==> config.mk <==
export PLATFORM = sky130hd
export DESIGN_NAME = frv_pipeline_ctrl
export DESIGN_NICKNAME = d
export VERILOG_FILES = /design/src/rtl/frv_pipeline_ctrl.sv
export SDC_FILE = /design/constraint.sdc
export NUM_CORES = 1
export LEC_CHECK = 0
export CORE_ASPECT_RATIO = 1.25
export CORE_MARGIN = 5
export CORE_UTILIZATION = 31
export DETAILED_ROUTE_END_ITERATION = 10
export GPL_TIMING_DRIVEN = 0
export HOLD_SLACK_MARGIN = 0.08
export PLACE_DENSITY = 0.78
export REMOVE_ABC_BUFFERS = 1
export SYNTH_ARGS = -nofsm -noshare
export SYNTH_HDL_FRONTEND = slang
export SYNTH_SLANG_ARGS = --single-unit
==> constraint.sdc <==
create_clock -name g_clk -period 1.94 [get_ports g_clk]
set_input_delay 0.291 -clock g_clk [delete_from_list [all_inputs] [get_ports g_clk]]
set_output_delay 0.291 -clock g_clk [all_outputs]
set_load 0.02 [all_outputs]
==> src/rtl/frv_pipeline_ctrl.sv <==
// frv_pipeline_ctrl
//   Pipeline hazard / redirect controller for an NSTAGE-deep in-order pipe.
//   Stage 0 is the youngest. It computes per-stage ready (backpressure),
//   per-stage flush, the fetch redirect handshake, and WFI sleep.
//
//   Optional feature macro: FRV_PIPELINE_CTRL_PERF_EN enables the stall and
//   flush performance counters. Without it the ports are tied to 0.
//
// Ports
//   g_clk, g_resetn         clock, async active-low reset
//   s_valid[NSTAGE]         valid at the output of each stage register
//   s_stall[NSTAGE]         stage cannot consume its input this cycle
//   s_ready[NSTAGE]         ready into each stage register (combinational)
//   s_flush[NSTAGE]         flush into each stage register (combinational)
//   cf_req / cf_target      branch/jump redirect raised by stage CF_STAGE
//   trap_req / trap_vector  trap entry
//   wfi_req / int_pending   sleep request / wake source
//   fetch_redirect/target   registered redirect to fetch, held until fetch_ack
//   o_halted                core asleep
//   perf_stalls/flushes     saturating performance counters

module frv_pipeline_ctrl #(
    parameter int NSTAGE   = 4,
    parameter int CF_STAGE = 2,
    parameter int XLEN     = 32
) (
    input  logic              g_clk,
    input  logic              g_resetn,
    input  logic [NSTAGE-1:0] s_valid,
    input  logic [NSTAGE-1:0] s_stall,
    output logic [NSTAGE-1:0] s_ready,
    output logic [NSTAGE-1:0] s_flush,
    input  logic              cf_req,
    input  logic [XLEN-1:0]   cf_target,
    input  logic              trap_req,
    input  logic [XLEN-1:0]   trap_vector,
    input  logic              wfi_req,
    input  logic              int_pending,
    output logic              fetch_redirect,
    output logic [XLEN-1:0]   fetch_target,
    input  logic              fetch_ack,
    output logic              o_halted,
    output logic [31:0]       perf_stalls,
    output logic [31:0]       perf_flushes
);

    typedef enum logic [1:0] {
        ST_RUN      = 2'd0,
        ST_REDIRECT = 2'd1,
        ST_SLEEP    = 2'd2
    } state_t;

    // Stages younger than the control-flow stage hold wrong-path work.
    localparam logic [NSTAGE-1:0] CF_MASK = {NSTAGE{1'b1}} >> (NSTAGE - CF_STAGE);

    state_t            state_q, state_d;
    logic [NSTAGE-1:0] rdy_chain;
    logic [NSTAGE-1:0] ready_d;
    logic [NSTAGE-1:0] flush_d;
    logic              tgt_load;
    logic [XLEN-1:0]   tgt_val;
    logic              cf_take;
    logic              redirect_q;
    logic [XLEN-1:0]   target_q;

    // Backpressure chain: a stage may accept if it is not stalled and the
    // stage in front either accepts or is empty. Built oldest-first inside
    // one process so the chain is an ordered evaluation, not a net loop.
    always_comb begin
        rdy_chain = '0;
        rdy_chain[NSTAGE-1] = !s_stall[NSTAGE-1];
        for (int i = NSTAGE - 2; i >= 0; i--)
            rdy_chain[i] = !s_stall[i] && (rdy_chain[i+1] || !s_valid[i+1]);
    end

    assign cf_take = cf_req && s_valid[CF_STAGE] && rdy_chain[CF_STAGE];

    always_comb begin
        state_d  = state_q;
        ready_d  = rdy_chain;
        flush_d  = '0;
        tgt_load = 1'b0;
        tgt_val  = trap_vector;
        case (state_q)
            ST_RUN: begin
                if (trap_req) begin
                    flush_d  = '1;
                    tgt_load = 1'b1;
                    state_d  = ST_REDIRECT;
                end else if (cf_take) begin
                    flush_d  = CF_MASK;
                    tgt_load = 1'b1;
                    tgt_val  = cf_target;
                    state_d  = ST_REDIRECT;
                end else if (wfi_req) begin
                    state_d  = ST_SLEEP;
                end
            end
            ST_REDIRECT: begin
                // Nothing new may enter until fetch has taken the new PC.
                ready_d[0] = 1'b0;
                if (trap_req) begin
                    // A trap beats a same-cycle ack: the ack was for the
                    // old target, so the handshake restarts.
                    flush_d  = '1;
                    tgt_load = 1'b1;
                end else if (fetch_ack) begin
                    state_d  = ST_RUN;
                end
            end
            ST_SLEEP: begin
                ready_d = '0;
                if (trap_req) begin
                    flush_d  = '1;
                    tgt_load = 1'b1;
                    state_d  = ST_REDIRECT;
                end else if (int_pending) begin
                    state_d  = ST_RUN;
                end
            end
            default: state_d = ST_RUN;
        endcase
    end

    always_ff @(posedge g_clk or negedge g_resetn) begin
        if (!g_resetn) begin
            state_q    <= ST_RUN;
            redirect_q <= 1'b0;
            target_q   <= '0;
        end else begin
            state_q    <= state_d;
            redirect_q <= (state_d == ST_REDIRECT);
            if (tgt_load)
                target_q <= tgt_val;
        end
    end

    assign s_ready        = ready_d;
    assign s_flush        = g_resetn ? flush_d : '0;
    assign fetch_redirect = redirect_q;
    assign fetch_target   = target_q;
    assign o_halted       = (state_q == ST_SLEEP);

`ifdef FRV_PIPELINE_CTRL_PERF_EN
    logic [31:0] stalls_q;
    logic [31:0] flushes_q;

    always_ff @(posedge g_clk or negedge g_resetn) begin
        if (!g_resetn) begin
            stalls_q  <= '0;
            flushes_q <= '0;
        end else begin
            if (s_valid[0] && !ready_d[0] && (stalls_q != 32'hFFFF_FFFF))
                stalls_q <= stalls_q + 32'd1;
            if ((|flush_d) && (flushes_q != 32'hFFFF_FFFF))
                flushes_q <= flushes_q + 32'd1;
        end
    end

    assign perf_stalls  = stalls_q;
    assign perf_flushes = flushes_q;
`else
    // Stage 0 valid only feeds the stall counter.
    logic unused_valid0;
    assign unused_valid0 = s_valid[0];
    assign perf_stalls   = '0;
    assign perf_flushes  = '0;
`endif

endmodule

==> results.cfg <==
[run_status]
outcome = finished, violations left
violations = negative setup slack

[setup_path]
end_kind = primary output
crit_type = reg -> out
max_stage_delay_ns = 0.46
start_kind = flip-flop
critical_path.max_fanout = 3
ff2ff_setup_slack_ns = -0.03
timing.rr.start = state_q[0]
r2r_cells = 9
path_cells = inv_4 -> ha_4 -> o21ai_4 -> o32ai_4 -> clkbuf_16 -> and2_4 -> buf_6
worstPathRequired_ns = 1.65
arrival_ns = 1.78
critPathSlowestCell = dfrtp_2
regToRegEndpoint = fetch_target[17]

[drt]
drc = 0
ant_nets = 0
wire_per_inst_um = 14.6
routed_wl_um = 6910
vias = 2045
first_pass_iters = 4
viasPerCell = 4.31
drt_first_iter_violations = 40

[pwr]
clock_power_share_pct = 11.4
power_leakage_nw = 1.65
pwr-share-seq_pct = 24.7
ir_drop_uv = 827
p_int_mw = 3.07
pwr-share-comb_pct = 63.9
p_switching_mw = 2.19
p_sw_share_pct = 41.6
power.density_nw_per_um2 = 1280

[sta]
skew_ns = 0.00701
fmax_mhz = 484
rsz0062_at_grt = true
finalSetupViolations = 22
setup-tns-final_ns = -0.543
drv_slew = 0
fin_ws_ns = -0.127
fin_crit_sh_pct = 107
finalCriticalPeriod_ns = 2.07
hold_violations = 0

[cts]
clock_sinks = 35
cts_tree = yes
clk_pin_slew_ns = 0.08
clkLatencyLatePin_ns = 0.28
cts-root-buf = clkbuf_8
numCtsBuffers = 5
h-tree-depth = 2
cts_buffer_depth = 2

[die]
rows = 36
start_util_pct = 31.5
die_area_um2 = 9700
io_pins = 185
die_height_um = 109
coreArea_um2 = 7700
die_width_um = 89.1

[global_route]
antenna_found_initial = 0
grt_remaining_overflow = 0
grt_max_degree = 38
gr-usage-all-layers_pct = 12.3
grt_pass1_vias = 1886
grt_pass1_wl_um = 9200

[synthesis]
synth-compound-area-share_pct = 16.1
synthXorXnorAreaFrac_pct = 0
yosys_register_bits = 35
synth_cells = 243
ys_seq_area_share_pct = 36.1
synth_top_family_by_area = buffers and inverters
syn_area_per_cell_um2 = 9.97
syn_area_um2 = 2420
synthMuxAreaShare_pct = 13.2
yosysWarnings = 0
synth.distinct_cells = 30
synthAdderAreaFrac_pct = 2.07
synth-simple-area-share_pct = 8.00

[min_path]
hp-start = fetch_target[10]
hp-class = reg -> reg
holdPathStages = 2
hold_path_end = fetch_target[10]

[placement]
globalplace.congestion = 0.812
dpl.hpwl_um = 4940
pre_cts_ws_ns = -0.864
port_buffers = 119

[final_layout]
syn_to_final_growth_pct = 70.0
drive_gt1_share_pct = 28.5
final_common_cell = clkdlybuf4s50_1
diodes = 0
fin_nets = 461
fillers = 704
final_cell_mix = clkdlybuf4s50_1, conb_1, nor2_1, dfrtp_1, a21oi_2

[job]
cap_violations = 0
-- timing repair --
action / CTS / global route
pin swaps: 4 / 4
resized for setup: 49 / 61
setup buffers: 10 / 3
hold endpoints to repair: 0 / 35
setup endpoints to repair: 41 / 39
cloned: 1 / 2
hold buffers: 0 / 2
-- flip-flops by register name, indices dropped and copies added (netlist names) --
signal and flops:
fetch_redirect 1, fetch_target 32, state_q 2
-- cells in the mapped netlist --
cell / n / area, µm²
o32ai_1: 2 / 17.5
nor3b_1: 1 / 7.51
mux2i_1: 32 / 320
conb_1: 1 / 3.75
a21oi_1: 3 / 15.0
a21o_4: 1 / 15.0
inv_2: 1 / 3.75
o21a_1: 2 / 15.0
inv_1: 4 / 15.0
nor4_4: 1 / 21.3
buf_4: 69 / 518
o31a_2: 1 / 10.0
buf_2: 3 / 15.0
o21bai_1: 1 / 7.51
nand2_1: 1 / 3.75
nor2b_1: 1 / 6.26
nor2_1: 35 / 131
o21ai_0: 3 / 15.0
a21o_2: 1 / 8.76
buf_6: 3 / 33.8
a211oi_1: 1 / 7.51
clkbuf_1: 1 / 3.75
and2_1: 1 / 6.26
ha_1: 4 / 50.1
a21boi_0: 1 / 7.51
nor3_1: 1 / 5.00
a21oi_2: 30 / 263
nand2b_1: 2 / 12.5
a221oi_1: 1 / 8.76
dfrtp_1: 35 / 876
-- how the worst max path moves through the flow --
stage / startpoint / slack [ns] / to / cells after the start
floorplan: state_q[1] / -4.86 / s_flush[0] / 5
global placement: s_stall[3] / -7.15 / s_flush[1] / 5
detailed placement: s_stall[3] / -0.86 / fetch_target[18] / 7
CTS: state_q[0] / -0.21 / s_flush[0] / 7
global route: state_q[0] / -0.20 / s_flush[0] / 7
finish: state_q[0] / -0.13 / s_flush[0] / 7
-- through the flow --
| stage | power, mW | area [µm²] | hold WS, ns | instances | utilization [%] |
|---|---|---|---|---|---|
| finish | 5.26 | 4120 | 0.517 | 474 | 53.5 |
| global route | 5.58 | 4120 | 0.543 | 474 | 53.5 |
| CTS | 5.09 | 3800 | 0.119 | 468 | 49.3 |
| detailed placement | 4.18 | 3510 | 0.437 | 449 | 45.6 |
| global placement | 3.45 | 3400 | 0.499 | 444 | 44.1 |
| floorplan | 2.79 | 2090 | -0.00459 | 230 | - |
-- layer usage --
metal,vias up,global-route usage (%),routed length [µm],share of wire [%]
li1,953,-,-,-
met1,959,12.6,2280,33
met2,125,22.8,3700,54
met3,8,4.01,830,12
met4,0,4.15,95,1.4
met5,-,0,0,0
-- critical path, delay by kind of cell (launching register included) --
kind	cells	cell delay (ns)
AOI/OAI and AO/OA	2	0.28
adders and majority gates	1	0.22
buffers and inverters	3	0.37
DFF	1	0.46
and+or+nand+nor	1	0.16
-- final cells by class --
type / count / area (µm²) / area share, %
inverters: 5 / 21.3 / 0.516
repair buffers: 141 / 1510 / 36.7
multi-input cells: 190 / 1490 / 36.1
clock buffers: 7 / 96.3 / 2.34
well taps: 95 / 119 / 2.88
flip-flops and latches: 35 / 878 / 21.3
clock inverters: 1 / 7.51 / 0.182
-- cells by family after synthesis --
logic type | count (synthesis)
AND/OR/NAND/NOR | 43
multiplexers | 32
other | 1
buffers and inverters | 81
AO/OA/AOI/OAI | 47
adder cells (fa/ha/maj) | 4
flip-flops | 35
-- power by group through the flow --
stage	combinational [mW]	clock (mW)	sequential, mW
after global placement	2.26	0	1.20
final	3.36	0.599	1.30
after global routing	3.58	0.653	1.35
after floorplan	1.04	0	1.74
after detailed placement	2.88	0	1.30
after CTS	3.18	0.626	1.29
No activity file was read; power rests on OpenSTA's default activity.
